==> src/rtl/maze_game_ctrl.sv <==
// Maze game flow controller: menu, timed map reveal, play, won, lost.
// Owns the player position. Each move is checked against an external
// synchronous map ROM that holds one row per word (bit i = column i, 1 = wall).
//
// state | meaning
// ------+-------------------------------------------------------------
// MENU  | idle; start latches difficulty and begins the reveal
// SHOW  | map visible; reveal timer counts down to zero
// PLAY  | accepting one move pulse; bounds checked before the ROM lookup
// REQ   | wait cycle while the ROM registers the target row address
// CHECK | target tile read; commit, block, lose or win
// WON   | goal reached; position frozen until start
// LOST  | hit a wall on hard; position frozen until start
module maze_game_ctrl #(
   parameter int MAP_W     = 30,
   parameter int MAP_H     = 21,
   parameter int POS_W     = 8,
   parameter int START_X   = 0,
   parameter int START_Y   = 20,
   parameter int GOAL_X    = 29,
   parameter int GOAL_Y    = 0,
   parameter int SHOW_EASY = 1000000,
   parameter int SHOW_MED  = 500000,
   parameter int SHOW_HARD = 250000,
   parameter int TMR_W     = 24,
   parameter int CNT_W     = 10,
   parameter int AW        = $clog2(MAP_H)
) (
   input  logic             clk,
   input  logic             reset,
   input  logic             start,
   input  logic [1:0]       diff_sel,
   input  logic             move_up,
   input  logic             move_down,
   input  logic             move_left,
   input  logic             move_right,
   output logic [AW-1:0]    map_addr,
   input  logic [MAP_W-1:0] map_data,
   output logic [2:0]       state,
   output logic             show_map,
   output logic [POS_W-1:0] player_x,
   output logic [POS_W-1:0] player_y,
   output logic [1:0]       difficulty,
   output logic [CNT_W-1:0] move_count,
   output logic             won,
   output logic             lost
);

   localparam logic [2:0] MENU  = 3'd0;
   localparam logic [2:0] SHOW  = 3'd1;
   localparam logic [2:0] PLAY  = 3'd2;
   localparam logic [2:0] REQ   = 3'd3;
   localparam logic [2:0] CHECK = 3'd4;
   localparam logic [2:0] WON   = 3'd5;
   localparam logic [2:0] LOST  = 3'd6;

   localparam logic [MAP_W-1:0] ONE_BIT = {{(MAP_W-1){1'b0}}, 1'b1};

   logic [TMR_W-1:0] timer;
   logic [POS_W-1:0] tgt_x;
   logic [POS_W-1:0] tgt_y;

   logic             mv_ok;
   logic [POS_W-1:0] tgt_x_nx;
   logic [POS_W-1:0] tgt_y_nx;
   logic [1:0]       diff_lat;
   logic [TMR_W-1:0] show_load;
   logic             tgt_wall;
   logic             tgt_goal;

   // Pick the single highest-priority move and reject it if it leaves the map.
   // A rejected higher-priority pulse still suppresses the lower ones.
   always_comb begin
      mv_ok    = 1'b0;
      tgt_x_nx = player_x;
      tgt_y_nx = player_y;
      if (move_up) begin
         if (player_y != '0) begin
            mv_ok    = 1'b1;
            tgt_y_nx = player_y - 1'b1;
         end
      end else if (move_down) begin
         if (int'(player_y) < MAP_H - 1) begin
            mv_ok    = 1'b1;
            tgt_y_nx = player_y + 1'b1;
         end
      end else if (move_left) begin
         if (player_x != '0) begin
            mv_ok    = 1'b1;
            tgt_x_nx = player_x - 1'b1;
         end
      end else if (move_right) begin
         if (int'(player_x) < MAP_W - 1) begin
            mv_ok    = 1'b1;
            tgt_x_nx = player_x + 1'b1;
         end
      end
   end

   // Difficulty code 3 is folded onto hard; reveal length follows difficulty.
   always_comb begin
      diff_lat = (diff_sel == 2'd3) ? 2'd2 : diff_sel;
      case (diff_lat)
         2'd0:    show_load = TMR_W'(SHOW_EASY - 1);
         2'd1:    show_load = TMR_W'(SHOW_MED - 1);
         default: show_load = TMR_W'(SHOW_HARD - 1);
      endcase
      tgt_wall = |(map_data & (ONE_BIT << tgt_x));
      tgt_goal = (tgt_x == POS_W'(GOAL_X)) && (tgt_y == POS_W'(GOAL_Y));
   end

   // Game flow sequencer; every output is a register updated here.
   always_ff @(posedge clk) begin
      if (!reset) begin
         state      <= MENU;
         show_map   <= 1'b0;
         won        <= 1'b0;
         lost       <= 1'b0;
         player_x   <= POS_W'(START_X);
         player_y   <= POS_W'(START_Y);
         map_addr   <= AW'(START_Y);
         move_count <= '0;
         difficulty <= 2'd0;
         timer      <= '0;
         tgt_x      <= '0;
         tgt_y      <= '0;
      end else begin
         case (state)
            MENU: begin
               if (start) begin
                  difficulty <= diff_lat;
                  timer      <= show_load;
                  player_x   <= POS_W'(START_X);
                  player_y   <= POS_W'(START_Y);
                  map_addr   <= AW'(START_Y);
                  move_count <= '0;
                  show_map   <= 1'b1;
                  state      <= SHOW;
               end
            end
            SHOW: begin
               if (timer == '0) begin
                  show_map <= 1'b0;
                  state    <= PLAY;
               end else begin
                  timer <= timer - 1'b1;
               end
            end
            PLAY: begin
               if (mv_ok) begin
                  tgt_x    <= tgt_x_nx;
                  tgt_y    <= tgt_y_nx;
                  map_addr <= AW'(tgt_y_nx);
                  state    <= REQ;
               end
            end
            REQ: begin
               state <= CHECK;
            end
            CHECK: begin
               if (tgt_wall) begin
                  map_addr <= AW'(player_y);
                  if (difficulty == 2'd2) begin
                     lost  <= 1'b1;
                     state <= LOST;
                  end else begin
                     state <= PLAY;
                  end
               end else begin
                  player_x <= tgt_x;
                  player_y <= tgt_y;
                  map_addr <= AW'(tgt_y);
                  if (move_count != '1) begin
                     move_count <= move_count + 1'b1;
                  end
                  if (tgt_goal) begin
                     won   <= 1'b1;
                     state <= WON;
                  end else begin
                     state <= PLAY;
                  end
               end
            end
            WON, LOST: begin
               if (start) begin
                  won      <= 1'b0;
                  lost     <= 1'b0;
                  player_x <= POS_W'(START_X);
                  player_y <= POS_W'(START_Y);
                  map_addr <= AW'(START_Y);
                  state    <= MENU;
               end
            end
            default: begin
               state <= MENU;
            end
         endcase
      end
   end

endmodule

==> config.mk <==
export PLATFORM = sky130hd
export DESIGN_NAME = maze_game_ctrl
export DESIGN_NICKNAME = d
export VERILOG_FILES = /design/src/rtl/maze_game_ctrl.sv
export SDC_FILE = /design/constraint.sdc
export NUM_CORES = 1
export LEC_CHECK = 0
export CORE_UTILIZATION = 40
export CTS_BUF_LIST = sky130_fd_sc_hd__clkbuf_8
export DETAILED_ROUTE_END_ITERATION = 7
export GPL_TIMING_DRIVEN = 0
export MAX_ROUTING_LAYER = met4
export PLACE_DENSITY = 0.6
export RECOVER_POWER = 25
export SYNTH_ARGS = -nofsm -noshare
export SYNTH_HDL_FRONTEND = slang
export SYNTH_SLANG_ARGS = --single-unit
==> constraint.sdc <==
create_clock -name clk -period 3.7 [get_ports clk]
set_clock_uncertainty 0.15 [all_clocks]
set_input_delay 0.37 -clock clk [delete_from_list [all_inputs] [get_ports clk]]
set_output_delay 0.37 -clock clk [all_outputs]
set_load 0.05 [all_outputs]
==> impl_metrics.tcl, run 1 <==
set metrics [dict create \
    status "finished, violations left" \
    violations "DRC" \
    rows 39 \
    arrival_ps 3470 \
    cts_buffers 9 \
    die_w_um 111.8 \
    clk_pin_slew_ps 80 \
    power_uw 2654 \
    rsz0062_at_grt "false" \
    io_pins 78 \
    port_buffers 76 \
    diodes 0 \
    ys_warn_count 0 \
    cts_resized 0 \
    ys_seq_area_share_pct 32.81 \
    synth_cells 620 \
    drtIter0Drc 379 \
    nets 753 \
    required_ps 3830 \
    drv_cap 0 \
    track_usage_pct 25.85 \
    drive_gt1_share_pct 6.180 \
    wl_um 15560 \
    async_flop_share_pct 0 \
    firstDrtPassIters 7 \
    post-place-ws_ps 217.2 \
    clk_latency_ps 360 \
    syn-num-nets 666 \
    hp-class "flip-flop to flip-flop" \
    clock_sinks 79 \
    area_growth_syn_to_layout_pct 23.83 \
    root_buffer "clkbuf_8" \
    antenna_left 0 \
    grt_pass1_wl_um 25060 \
    cp_max_fo 10 \
    core_mm2 0.01156 \
    htreeDepth 3 \
    powerDensity_mw_per_mm2 444.8 \
    synthFlopType "dfxtp_1" \
    hold_viol_final 0 \
    place.gp.congestion 0.8773 \
    final_common_cell "dfxtp_1" \
    start_kind "flip-flop" \
    drc_errors 6 \
    drv_slew 0 \
    final.period_utilization_pct 90.24 \
    critical_path_class "flip-flop to flip-flop" \
    dpl.hpwl_um 11520 \
    layout_common_cells "79 x dfxtp_1, 65 x nor2_1, 64 x a21oi_1" \
    grt_pass1_vias 4868 \
    fmax_mhz 299.5 \
    ys_seq_elements 79 \
    placed_cell_area_mm2 0.005759 \
    final_core_util_pct 51.61 \
    synth.avg_cell_area_um2 7.774 \
    post-cts-setup-buffer-count 0 \
    fin_area_mm2 0.005968 \
    die_h_um 111.8 \
    tns_ps 0 \
    period_minus_slack_ps 3339 \
    grt_max_degree 13 \
    finalSetupViolations 0 \
    holdBufCountCts 0 \
    die_area_mm2 0.01249 \
    synth_edf_count 0 \
    cts_tree "built" \
    maxSlewHeadroom_pct 13.97 \
    grt_overflow_total 0 \
    cts_max_path_buffers 2 \
    antenna_found_initial 0 \
    peakVddDrop_v 0.0003346 \
    cp-end-kind "flip-flop" \
    synth_area_mm2 0.004820 \
    layout_setup_ws_ps 361.2 \
    worst_slew_pin_slew_ps 1281 \
    vias 5144 \
    leakagePower_uw 0.002048 \
    routedWlPerCell_um 18.20 \
    start_util_pct 41.67 \
    synth_cell_types 70 \
    viasPerCell 6.016 \
]
==> cells by family after synthesis <==
family          share of synthesized area, %
compound gates                         24.72
xor+xnor                               3.089
fa+ha+maj                              1.817
buf+inv                                4.621
flops                                  32.81
mux                                    5.114
simple gates                           27.83
==> critical path, stage by stage, from the launching register on <==
cell	delay [ps]
dfxtp_1	410
clkbuf_1	370
nand3b_1	170
a211oi_1	70
nor3_1	390
a31oi_1	240
a21oi_1	590
clkbuf_1	540
nand3_1	140
a21oi_1	170
==> cells in the mapped netlist, drive strengths merged (4+ instances only) <==
library cell	instances	share of area [%]
dfxtp	79	33
nor2	66	5.3
a21oi	64	6.6
nand2	49	3.9
o21ai	37	3.8
nand3	29	3.0
clkbuf	27	2.1
mux2i	19	3.9
nor4	19	2.5
nor3	18	2.0
inv	16	1.2
a211oi	15	2.3
or3	13	1.7
xnor2	13	2.4
a31oi	12	1.6
buf	11	1.3
o31ai	10	1.8
nand2b	9	1.2
nand4	9	1.2
ha	7	1.8
nand3b	6	0.93
nor3b	5	0.78
a41oi	4	0.73
and2	4	0.52
and3	4	0.52
nand4b	4	0.73
o211ai	4	0.62
xor2	4	0.73
==> through the flow <==
step                      hold slack (ps)  instances
final                               333.0        855
after global routing                354.6        855
after CTS                           337.7        855
after detailed placement            322.9        839
after global placement              309.9        839
after floorplan                     305.9        620
==> area by class of cell <==
cell class              count  area, um^2
plain buffers              38       162.7
clock buffers              12       165.2
clock inverters             4       43.79
fillers                  1131        5597
inverters                  16       60.06
multi-input cells         487        3015
flip-flops and latches     79        1582
well taps                 143       178.9
repair buffers             76       760.7
==> routing by layer <==
| metal | vias up | wire [um] | global-route usage, % |
|---|---|---|---|
| met5 | - | 0 | - |
| met4 | 0 | 243 | 7.387 |
| met3 | 20 | 875 | 5.008 |
| met2 | 169 | 7166 | 39.92 |
| met1 | 2443 | 7274 | 34.22 |
| li1 | 2512 | - | - |
==> flip-flops by register name, indices dropped and copies added (netlist names), 2 cells and up <==
signal	cells
timer	24
move_count	10
player_x	8
player_y	8
tgt_x	8
tgt_y	8
map_addr	5
state	3
difficulty	2
==> path summary, 6_finish.rpt <==
path / startpoint / to / slack [ps] / cells after the start
worst max-delay path: tgt_x[1]$_SDFFE_PN0P_ / player_x[3]$_SDFFE_PN0P_ / 360 / 9
worst min-delay path: move_count[7]$_SDFFE_PN0P_ / move_count[7]$_SDFFE_PN0P_ / 330 / 2
worst max register to register: tgt_x[1]$_SDFFE_PN0P_ / player_x[3]$_SDFFE_PN0P_ / 360 / 9
worst min register to register: move_count[7]$_SDFFE_PN0P_ / move_count[7]$_SDFFE_PN0P_ / 330 / 2
==> power breakdown <==
group | switching [uW] | internal (uW) | total, uW
sequential | 98.2 | 937 | 1040
clock | 319 | 363 | 682
combinational | 606 | 332 | 938
total | 1020 | 1630 | 2650
No activity file was read; power rests on OpenSTA's default activity.
==> inputs of run 2 (changes only) <==
--- a/config.mk
+++ b/config.mk
@@ -7,10 +7,11 @@
 export LEC_CHECK = 0
 export CORE_UTILIZATION = 40
 export CTS_BUF_LIST = sky130_fd_sc_hd__clkbuf_8
+export CTS_CLUSTER_DIAMETER = 120
 export DETAILED_ROUTE_END_ITERATION = 7
 export GPL_TIMING_DRIVEN = 0
 export MAX_ROUTING_LAYER = met4
-export PLACE_DENSITY = 0.6
+export PLACE_DENSITY = 0.66
 export RECOVER_POWER = 25
 export SYNTH_ARGS = -nofsm -noshare
 export SYNTH_HDL_FRONTEND = slang
==> impl_metrics.tcl, run 2 (same netlist as run 1, synthesis figures left out) <==
set metrics [dict create \
    tns_ps 0 \
    clock_sinks 79 \
    start_util_pct 41.67 \
    finalSetupViolations 0 \
    die_area_mm2 0.01249 \
    rows 39 \
    die_h_um 111.8 \
    min_from "show_map$_SDFFE_PN0P_" \
    place.gp.congestion 0.8981 \
    placed_cell_area_mm2 0.005759 \
    hold_viol_final 0 \
    violations "DRC" \
    core_mm2 0.01156 \
    cts_resized 0 \
    diodes 0 \
    io_pins 78 \
    slowest_stage "a21oi_1" \
    routedWlPerCell_um 17.61 \
    drv_slew 0 \
    wl_um 15050 \
    post-cts-setup-buffer-count 0 \
    cp_top_family "compound AO/OA/AOI/OAI gates" \
    holdBufCountCts 0 \
    leakagePower_uw 0.002030 \
    antenna_left 0 \
    largest_register_ff_count 24 \
    critPathBufInv 3 \
    cp-end-kind "flip-flop" \
    required_ps 3840 \
    critPathLaunch "tgt_x[2]$_SDFFE_PN0P_" \
    layout_common_cells "79 x dfxtp_1, 65 x nor2_1, 64 x a21oi_1" \
    cp_max_fo 10 \
    area_growth_syn_to_layout_pct 23.57 \
    viasPerCell 6.047 \
    fmax_mhz 301.8 \
    final_core_util_pct 51.50 \
    htreeDepth 3 \
    drtIter0Drc 348 \
    multi_input_area_mm2 0.003015 \
    final.period_utilization_pct 89.54 \
    p_clk_share_pct 24.9 \
    power_uw 2626 \
    vias 5170 \
    root_buffer "clkbuf_8" \
    largest-register "timer" \
    worst_slew_pin_slew_ps 1343 \
    internal-power_uw 1581 \
    drv_cap 0 \
    crit_chain "buf_2 -> buf_2 -> nor3_1 -> a221oi_1 -> nand3_1 -> a21oi_1 -> clkbuf_1 -> nand3_1 -> a21oi_1" \
    period_minus_slack_ps 3313 \
    hp-class "flip-flop to flip-flop" \
    status "finished, violations left" \
    port_buffers 76 \
    final_common_cell "dfxtp_1" \
    fillers 1125 \
    powerDensity_mw_per_mm2 441.0 \
    nets 753 \
    die_w_um 111.8 \
    drc_errors 6 \
    dpl.hpwl_um 11160 \
    clk_pin_slew_ps 90 \
    reg_top3 "timer: 24 flops, move_count: 10 flops" \
    combPwrFrac_pct 35.9 \
    reg2reg_slack_ps 390 \
    critical_path_class "flip-flop to flip-flop" \
    grt_max_degree 15 \
    start_kind "flip-flop" \
    switching_share_pct 39.81 \
    cts_tree "built" \
    critPathMaxStageDelay_ps 610 \
    antenna_found_initial 0 \
    track_usage_pct 25.24 \
    firstDrtPassIters 7 \
    p_seq_share_pct 39.3 \
    cts_buffers 9 \
    arrival_ps 3450 \
    maxSlewHeadroom_pct 9.774 \
    regToRegStartpoint "tgt_x[2]$_SDFFE_PN0P_" \
    fin_area_mm2 0.005956 \
    grt_pass1_wl_um 24550 \
    grt_overflow_total 0 \
    rsz0062_at_grt "false" \
    netSwitchingPower_uw 1045 \
    grt_pass1_vias 4960 \
    cts_max_path_buffers 2 \
    drive_gt1_share_pct 6.320 \
    seq_area_mm2 0.001582 \
    clk_latency_ps 370 \
    peakVddDrop_v 0.0004341 \
]
==> run 2: power groups by stage <==
| stage | Clock, uW | Sequential, uW | Combinational, uW |
|---|---|---|---|
| finish | 653 | 1030 | 942 |
| global placement | 0 | 1050 | 907 |
| floorplan | 0 | 1110 | 584 |
| global route | 697 | 1050 | 1030 |
| detailed placement | 0 | 1050 | 926 |
| CTS | 665 | 1030 | 933 |
==> run 2: tightest hold or removal path, cell delays in order (launching register included) <==
cell and delay, ps:
dfxtp_1 310, o21ai_0 60, a21oi_1 60
==> run 2: stage by stage <==
step / setup WS, ps / hold WS, ps / std cells
finish: 387.0 / 328.0 / 855
global route: 134.7 / 361.6 / 855
CTS: 466.0 / 334.7 / 855
detailed placement: 327.5 / 322.1 / 839
global placement: 315.6 / 314.1 / 839
floorplan: 993.7 / 305.9 / 620
==> run 2: layout make-up <==
type	count	share of cell area, %
multi-input combinational	487	50.63
sequential	79	26.55
tap	143	3.004
buffer	38	2.731
inverter	16	1.008
timing repair buffer	76	12.77
clock buffer	9	2.080
clock inverter	7	1.218
==> run 2: worst paths after layout <==
kind | end | depth (start not counted)
hold reg to reg | show_map$_SDFFE_PN0P_ | 2
hold / removal | show_map$_SDFFE_PN0P_ | 2
setup / recovery | player_x[4]$_SDFFE_PN0P_ | 9
setup reg to reg | player_x[4]$_SDFFE_PN0P_ | 9
==> run 2: metal layers <==
| metal | GRT usage [%] | wire [um] | up-vias |
|---|---|---|---|
| met2 | 40.12 | 6944 | 232 |
| li1 | - | - | 2494 |
| met3 | 4.409 | 1124 | 28 |
| met5 | - | 0 | - |
| met1 | 32.13 | 6682 | 2416 |
| met4 | 9.009 | 303 | 0 |
==> inputs of run 3 (changes only) <==
--- a/config.mk
+++ b/config.mk
@@ -11,7 +11,7 @@
 export DETAILED_ROUTE_END_ITERATION = 7
 export GPL_TIMING_DRIVEN = 0
 export MAX_ROUTING_LAYER = met4
-export PLACE_DENSITY = 0.66
+export PLACE_DENSITY_LB_ADDON = 0.08
 export RECOVER_POWER = 25
 export SYNTH_ARGS = -nofsm -noshare
 export SYNTH_HDL_FRONTEND = slang
==> impl_metrics.tcl, run 3 (same netlist as run 1, synthesis figures left out) <==
set metrics [dict create \
    largest_register_ff_count 24 \
    hold_viol_final 0 \
    holdPathStages 2 \
    final.period_utilization_pct 89.31 \
    start_util_pct 41.67 \
    cp-end-kind "flip-flop" \
    status "finished, violations left" \
    hp-class "flip-flop to flip-flop" \
    reg_top3 "timer: 24 flops, move_count: 10 flops" \
    dr_wl_met2_um 6701 \
    power_uw 2532 \
    crit_chain "clkbuf_1 -> nand3b_1 -> a211oi_1 -> nor3_1 -> a31oi_1 -> a21oi_1 -> clkbuf_1 -> nand3_1 -> a21oi_1" \
    die_h_um 111.8 \
    rsz0062_at_grt "false" \
    post-cts-setup-buffer-count 0 \
    vias 5206 \
    fin_area_mm2 0.005918 \
    arrival_ps 3450 \
    dpl.hpwl_um 11570 \
    cts_max_path_buffers 2 \
    period_minus_slack_ps 3305 \
    grt_pass1_vias 4712 \
    tns_ps 0 \
    viasPerCell 6.089 \
    combPwrFrac_pct 36.9 \
    p_clk_share_pct 22.2 \
    clk_latency_ps 370 \
    rows 39 \
    highest_layer "met4" \
    place.gp.congestion 0.9399 \
    drive_gt1_share_pct 5.758 \
    nets 753 \
    largest-register "timer" \
    drv_slew 0 \
    critical_path_class "flip-flop to flip-flop" \
    drtIter0Drc 460 \
    wl_met3_um 1244 \
    violations "DRC" \
    firstDrtPassIters 7 \
    core_mm2 0.01156 \
    worst_slew_pin_slew_ps 1217 \
    layout_setup_ws_ps 395.5 \
    routedWlPerCell_um 18.31 \
    io_pins 78 \
    hold_slack_ps 329.3 \
    peakVddDrop_v 0.0002965 \
    finalSetupViolations 0 \
    maxSlewHeadroom_pct 18.23 \
    reg2reg_depth 9 \
    grt_overflow_total 0 \
    post-place-ws_ps 315.4 \
    switching_share_pct 40.70 \
    clock_sinks 79 \
    powerDensity_mw_per_mm2 427.8 \
    slowest_stage "a21oi_1" \
    p_seq_share_pct 40.9 \
    layout_common_cells "79 x dfxtp_1, 65 x nor2_1, 64 x a21oi_1" \
    netSwitchingPower_uw 1030 \
    start_kind "flip-flop" \
    drc_errors 10 \
    antenna_found_initial 0 \
    die_w_um 111.8 \
    critPathMaxStageDelay_ps 650 \
    root_buffer "clkbuf_8" \
    cts_tree "built" \
    grt_max_degree 13 \
    placed_cell_area_mm2 0.005759 \
    internal-power_uw 1501 \
    antenna_left 0 \
    holdBufCountCts 0 \
    fmax_mhz 302.6 \
    wl_um 15650 \
    cts_resized 0 \
    cts_buffers 9 \
    area_growth_syn_to_layout_pct 22.79 \
    track_usage_pct 26.07 \
    met1Wirelength_um 7491 \
    final_common_cell "dfxtp_1" \
    port_buffers 76 \
    required_ps 3850 \
    htreeDepth 3 \
    grt_pass1_wl_um 25050 \
    leakagePower_uw 0.002025 \
    diodes 0 \
    drv_cap 0 \
    die_area_mm2 0.01249 \
    clk_pin_slew_ps 80 \
    cp_max_fo 10 \
]
[run 3: changes by cell type in the layout (fill, tap and decap cells not counted), sizes merged]
cell,delta
clkinv,-2
inv,+3
bufinv,-1
[run 3: cell type report]
class / count / area (um^2)
buffer: 38 / 162.7
clock inverter: 7 / 35.03
multi-input combinational: 487 / 3015
inverter: 16 / 60.06
sequential: 79 / 1582
timing repair buffer: 76 / 760.7
tap: 143 / 178.9
fill: 1158 / 5647
clock buffer: 9 / 123.9
[run 3: worst max-delay path: cells and delay by family, from the launching register on]
| family | cells | cell delay [ps] |
|---|---|---|
| buffers and inverters | 2 | 860 |
| DFF | 1 | 430 |
| and+or+nand+nor | 3 | 660 |
| AOI/OAI and AO/OA | 4 | 1130 |
[run 3: path summary, 6_finish.rpt]
check / from / to / slack, ps
max: tgt_x[1]$_SDFFE_PN0P_ / player_x[3]$_SDFFE_PN0P_ / 400
min: won$_SDFFE_PN0P_ / won$_SDFFE_PN0P_ / 330
max reg2reg: tgt_x[1]$_SDFFE_PN0P_ / player_x[3]$_SDFFE_PN0P_ / 400
min reg2reg: won$_SDFFE_PN0P_ / won$_SDFFE_PN0P_ / 330
[run 3: through the flow]
stage | util [%] | cells
2_1_floorplan | - | 620
3_3_place_gp | 49.80 | 839
3_5_place_dp | 49.80 | 839
4_1_cts | 51.17 | 855
5_1_grt | 51.17 | 855
6_report | 51.17 | 855
[run 3: power by group through the flow]
stage	logic [uW]	clock network (uW)	registers, uW
global route	1020	606	1050
detailed placement	924	0	1050
floorplan	584	0	1110
global placement	916	0	1050
finish	934	561	1040
CTS	930	567	1030
[run 3: layer usage]
| metal | up-vias | global-route usage (%) |
|---|---|---|
| li1 | 2512 | - |
| met1 | 2469 | 35.95 |
| met2 | 205 | 36.89 |
| met3 | 20 | 6.696 |
| met4 | 0 | 8.198 |
| met5 | - | - |
